==> config.mk <==
export PLATFORM = sky130hd
export DESIGN_NAME = ps2_rx_fifo_param
export DESIGN_NICKNAME = d
export VERILOG_FILES = /design/src/rtl/ps2_rx_fifo_param.sv
export SDC_FILE = /design/constraint.sdc
export NUM_CORES = 1
export LEC_CHECK = 0
export ABC_AREA = 1
export CAP_MARGIN = 20
export CORE_MARGIN = 2
export CORE_UTILIZATION = 47
export DETAILED_ROUTE_END_ITERATION = 16
export GPL_TIMING_DRIVEN = 0
export PLACE_DENSITY = 0.67
export SYNTH_ARGS = -nofsm -noshare
export SYNTH_HDL_FRONTEND = slang
export SYNTH_SLANG_ARGS = --single-unit
==> constraint.sdc <==
create_clock -name clk -period 3.2 [get_ports clk]
set_input_delay 0.96 -clock clk [delete_from_list [all_inputs] [get_ports clk]]
set_output_delay 0.96 -clock clk [all_outputs]
set_load 0.05 [all_outputs]
==> src/rtl/ps2_rx_fifo_param.sv <==
// PS/2 device-to-host receiver with pin synchronisers, framing/parity check, watchdog and ready/valid FIFO.
// Optional macro PS2_RX_PARITY_CHK_EN: when defined, a bad odd-parity bit rejects the frame.
//
// state    | meaning
// IDLE     | waiting for a start bit (falling edge with data low)
// DATA     | shifting in DATA_W data bits, LSB first
// PARITY   | capturing the parity bit
// STOP     | checking the stop bit and deciding push / frame error
module ps2_rx_fifo_param #(
  parameter int DATA_W      = 8,
  parameter int SYNC_STAGES = 2,
  parameter int TIMEOUT_CYC = 5000,
  parameter int FIFO_DEPTH  = 4
) (
  input  logic                          clk,
  input  logic                          rst,
  input  logic                          ps2_c,
  input  logic                          ps2_d,
  input  logic                          tx_idle,
  input  logic                          rx_ready,
  output logic [DATA_W-1:0]             rx_data,
  output logic                          rx_valid,
  output logic [$clog2(FIFO_DEPTH):0]   rx_count,
  output logic                          rx_done,
  output logic                          frame_err,
  output logic                          timeout_err,
  output logic                          overflow
);

  localparam int AW  = $clog2(FIFO_DEPTH);
  localparam int CW  = AW + 1;
  localparam int BCW = $clog2(DATA_W + 1);
  localparam int WW  = $clog2(TIMEOUT_CYC + 1);

  typedef enum logic [1:0] {S_IDLE, S_DATA, S_PARITY, S_STOP} state_t;

  // Synchronisers reset high so an idle bus never looks like a falling edge.
  logic [SYNC_STAGES-1:0] c_sync, d_sync;
  logic                   c_prev;
  logic                   c_s, d_s, fe;

  always_ff @(posedge clk or posedge rst) begin
    if (rst) begin
      c_sync <= '1;
      d_sync <= '1;
      c_prev <= 1'b1;
    end else begin
      c_sync <= {c_sync[SYNC_STAGES-2:0], ps2_c};
      d_sync <= {d_sync[SYNC_STAGES-2:0], ps2_d};
      c_prev <= c_sync[SYNC_STAGES-1];
    end
  end

  assign c_s = c_sync[SYNC_STAGES-1];
  assign d_s = d_sync[SYNC_STAGES-1];
  assign fe  = c_prev & ~c_s;

  state_t            state, state_n;
  logic [BCW-1:0]    cnt, cnt_n;
  logic [DATA_W-1:0] shreg, shreg_n;
  logic [WW-1:0]     wd, wd_n;
  logic              good_n, ferr_n, tout_n, par_ok;
`ifdef PS2_RX_PARITY_CHK_EN
  logic              par, par_n;
  assign par_ok = ^{shreg, par};
`else
  assign par_ok = 1'b1;
`endif

  always_comb begin
    state_n = state;
    cnt_n   = cnt;
    shreg_n = shreg;
    wd_n    = wd;
    good_n  = 1'b0;
    ferr_n  = 1'b0;
    tout_n  = 1'b0;
`ifdef PS2_RX_PARITY_CHK_EN
    par_n   = par;
`endif
    if (!tx_idle) begin
      state_n = S_IDLE;
      cnt_n   = '0;
      shreg_n = '0;
      wd_n    = '0;
    end else if (state == S_IDLE) begin
      wd_n = '0;
      if (fe && !d_s) begin
        state_n = S_DATA;
        cnt_n   = '0;
        shreg_n = '0;
      end
    end else if (fe) begin
      // Stop-bit edge beats a coincident timeout because the edge is examined first.
      wd_n = '0;
      if (state == S_DATA) begin
        shreg_n = {d_s, shreg[DATA_W-1:1]};
        if (cnt == BCW'(DATA_W - 1)) state_n = S_PARITY;
        else                         cnt_n   = cnt + BCW'(1);
      end else if (state == S_PARITY) begin
`ifdef PS2_RX_PARITY_CHK_EN
        par_n   = d_s;
`endif
        state_n = S_STOP;
      end else begin
        state_n = S_IDLE;
        if (d_s && par_ok) good_n = 1'b1;
        else               ferr_n = 1'b1;
      end
    end else if (wd == WW'(TIMEOUT_CYC - 1)) begin
      state_n = S_IDLE;
      tout_n  = 1'b1;
      wd_n    = '0;
      cnt_n   = '0;
      shreg_n = '0;
    end else begin
      wd_n = wd + WW'(1);
    end
  end

  logic              good_q;
  logic [DATA_W-1:0] word_q;

  always_ff @(posedge clk or posedge rst) begin
    if (rst) begin
      state       <= S_IDLE;
      cnt         <= '0;
      shreg       <= '0;
      wd          <= '0;
      good_q      <= 1'b0;
      word_q      <= '0;
      frame_err   <= 1'b0;
      timeout_err <= 1'b0;
`ifdef PS2_RX_PARITY_CHK_EN
      par         <= 1'b0;
`endif
    end else begin
      state       <= state_n;
      cnt         <= cnt_n;
      shreg       <= shreg_n;
      wd          <= wd_n;
      good_q      <= good_n;
      word_q      <= shreg;
      frame_err   <= ferr_n;
      timeout_err <= tout_n;
`ifdef PS2_RX_PARITY_CHK_EN
      par         <= par_n;
`endif
    end
  end

  logic [DATA_W-1:0] mem [FIFO_DEPTH];
  logic [AW-1:0]     wr_ptr, rd_ptr;
  logic [CW-1:0]     count;
  logic [DATA_W-1:0] last_data;
  logic              full, push, pop;

  assign full     = (count == CW'(FIFO_DEPTH));
  assign rx_valid = (count != '0);
  assign pop      = rx_valid & rx_ready;
  assign push     = good_q & (~full | pop);
  assign rx_done  = push;
  assign overflow = good_q & full & ~pop;
  assign rx_count = count;
  // After the last pop the head keeps showing the word just consumed.
  assign rx_data  = rx_valid ? mem[rd_ptr] : last_data;

  always_ff @(posedge clk or posedge rst) begin
    if (rst) begin
      for (int i = 0; i < FIFO_DEPTH; i++) mem[i] <= '0;
      wr_ptr    <= '0;
      rd_ptr    <= '0;
      count     <= '0;
      last_data <= '0;
    end else begin
      if (push) begin
        mem[wr_ptr] <= word_q;
        wr_ptr      <= wr_ptr + AW'(1);
      end
      if (pop) begin
        last_data <= mem[rd_ptr];
        rd_ptr    <= rd_ptr + AW'(1);
      end
      if (push && !pop)      count <= count + CW'(1);
      else if (pop && !push) count <= count - CW'(1);
    end
  end

endmodule

==> out/qor.csv <==
stage,metric,value,unit
global_route,first-pass GRT wire length,14100,µm
status,status,completed,
cells_and_area,"commonest non-fill, non-tap cell in the layout",nand2_1,
setup_path,CP Launch Type,input port,
synthesis,top-area cell type share of the netlist area,50.6,%
placement,DP Wirelength,5690,µm
floorplanning,die span in x,98.5,µm
sta,period utilization,96.4,%
setup_path,Worst Path Arrival,2.12,ns
drt,Remaining DRCs,0,
clock_network,H-tree depth,3,
synthesis,post-synth top area cell,dfrtp_1,
synthesis,sequential fraction of the synthesis area,53.8,%
power,Pleak,0.00224,µW
drt,metal2 WL,3730,µm
global_route,Total Routing Usage GR,18.0,%
cells_and_area,nets,516,
clock_network,clk sinks,90,
floorplanning,die height,98.5,µm
hold_path,Hold Path Class,reg -> reg,
setup_path,WS Path Type,in -> out,
cells_and_area,fin area,4760,µm²
synthesis,syn_area_per_cell,9.05,µm²
drt,"antenna viol nets, final",0,
global_route,vias in the first global route,3043,
drt,DRT iter0 DRCs,146,
synthesis,synthesized area,4200,µm²
drt,Avg Vias per Cell,5.07,
setup_path,Worst EP required,2.24,ns
floorplanning,initial core utilization,48.4,%
clock_network,clock tree root buffer cell,clkbuf_8,
global_route,initial antenna violation count,0,
power,power density cells,720,nW/µm²
synthesis,"top cells by area, synth","dfrtp_1 51%, nand2_1 11%, o21ai_0 7.1%",
sta,Final Max Slew Viols,0,
synthesis,library cells used by synthesis,38,
job,Max-Cap Viols,0,
synthesis,syn_nets,482,
sta,unrepaired setup endpoints after global routing,no,
cells_and_area,# fillers,817,
placement,Post-DP Area,4600,µm²
sta,"Hold Vio Cnt, Final",0,
setup_path,CP max FO,8,
floorplanning,IO Count,22,
cells_and_area,most frequent cells in the layout,"122 x nand2_1, 85 x dfrtp_1, 60 x o21ai_0, 47 x nor2_1, 36 x inv_1",
drt,M1 wire length,3870,µm
placement,RePlAce Congestion,0.847,
global_route,total gr overflow,0,
floorplanning,Row Count,34,
drt,router iterations before antenna repair,4,
power,worst vdd ir,255,µV
cells_and_area,ANT cells,0,
global_route,largest net degree at the start of global routing,41,
clock_network,Clock Latency Late Sink,0.36,ns
sta,setup TNS,0,ns
drt,WL met3,340,µm
clock_network,CTS Buffer Depth,2,
clock_network,CTS tree,done,
sta,worst setup margin,0.116,ns
placement,IO Port Bufs,21,
cells_and_area,P&R area growth vs syn,13.3,%
sta,skew final,0.0125,ns
drt,DR WL/cell,13.1,µm
drt,WL final,8010,µm
cells_and_area,layout cells sized above 1,14.5,%
placement,Placement Setup Slack,-0.457,ns
synthesis,Syn Inst Count,464,
sta,minimum clock period,3.08,ns
floorplanning,Die ar.,9710,µm²
floorplanning,Core ar.,8680,µm²
sta,final hold slack,0.360,ns
sta,maximum clock rate,324,MHz
synthesis,Synth Warn #,0,
drt,Highest Signal Layer,met4,
sta,Setup Viol. Count Final,0,
drt,via count,3098,
clock_network,Num CTS Buffers,9,
sta,Worst-Margin Slew,0.492,ns
sta,slew margin rel.,67.1,%
setup_path,CP endpoint kind,output pin,
clock_network,"Reg clk slew, reported paths",0.08,ns
synthesis,synthesized flop and latch total,90,
==> routing by layer <==
metal	GRT usage (%)	vias to the layer above
met5	0	-
met2	29.7	67
met3	4.11	7
met1	24.0	1460
li1	-	1564
met4	5.37	0
==> registers in the layout, indices dropped and copies added, names as in the netlist, 2 cells and up <==
| signal | flops |
|---|---|
| last_data | 8 |
| cnt | 4 |
| shreg | 8 |
| wd | 13 |
| word_q | 8 |
| d_sync | 2 |
| rx_count | 3 |
| state | 2 |
| mem | 32 |
| wr_ptr | 2 |
| rd_ptr | 2 |
| c_sync | 2 |
==> path summary, 6_finish.rpt <==
path | cells after the start | slack, ns | to | startpoint
max in group asynchronous | 3 | 1.70 | d_sync[0]$_DFF_PP1_ | rst
setup / recovery | 6 | 0.12 | rx_done | rx_ready
hold / removal | 0 | 0.36 | d_sync[1]$_DFF_PP1_ | d_sync[0]$_DFF_PP1_
min in group asynchronous | 2 | 0.92 | last_data[3]$_DFFE_PP0P_ | rst
hold reg to reg | 0 | 0.36 | d_sync[1]$_DFF_PP1_ | d_sync[0]$_DFF_PP1_
setup reg to reg | 11 | 0.94 | rx_count[2]$_DFFE_PP0P_ | rx_count[0]$_DFFE_PP0P_
==> power by group <==
group          internal [µW]  switching, µW  total (µW)
clock                    392            421         813
sequential              1240           70.6        1310
combinational            385            919        1300
==> per-stage QoR <==
stage	total power [µW]	std cells	utilization [%]
after floorplan	2320	464	-
after global placement	2690	593	52.5
after detailed placement	2720	595	53.0
after CTS	3480	611	55.2
after global routing	3640	611	54.8
final	3430	611	54.8
==> cell usage after synthesis, drive strengths merged <==
| master | n |
|---|---|
| nand2 | 131 |
| dfrtp | 85 |
| o21ai | 72 |
| nor2 | 51 |
| inv | 43 |
| buf | 11 |
| ha | 11 |
| nand3 | 8 |
| nand3b | 8 |
| o22a | 8 |
| nand4 | 7 |
| nor3 | 7 |
| dfstp | 5 |
| xor2 | 4 |
| a21oi | 2 |
| a31oi | 2 |
| nor4 | 2 |
| xnor2 | 2 |
| clkbuf | 1 |
| fa | 1 |
| mux2 | 1 |
| nor3b | 1 |
| o21bai | 1 |
==> cell families (layout without fill, tap and decap cells) <==
logic type	after synthesis	count (layout)	synth area share, %
adder cells (fa/ha/maj)	12	12	3.75
buffers and inverters	55	94	6.55
AO/OA/AOI/OAI	85	85	11.3
flip-flops	90	90	53.8
multiplexers	1	1	0.268
XOR/XNOR	6	6	1.25
AND/OR/NAND/NOR	215	215	23.1
==> repair_timing <==
item / 4_1_cts / 5_1_grt
pin swaps: 0 / 0
cloned: 0 / 0
setup endpoints to repair: 10 / 10
hold buffers: 0 / 0
resized for setup: 15 / 23
setup buffers: 0 / 0
==> critical path, stage by stage <==
cell and delay (ns):
clkdlybuf4s50_1 0.50, inv_1 0.05, nand3_1 0.09, nand2_1 0.12
inv_4 0.16, clkbuf_4 0.25
==> layout make-up <==
cell class / instances / area [µm²] / share of cell area (%)
timing repair buffer: 23 / 203 / 4.26
multi-input combinational: 319 / 1670 / 35.2
buffer: 12 / 111 / 2.34
clock inverter: 6 / 71.3 / 1.50
tap: 108 / 135 / 2.84
sequential: 90 / 2260 / 47.5
inverter: 43 / 168 / 3.52
clock buffer: 10 / 138 / 2.89
Note: power is estimated with default switching activity, not from simulation.
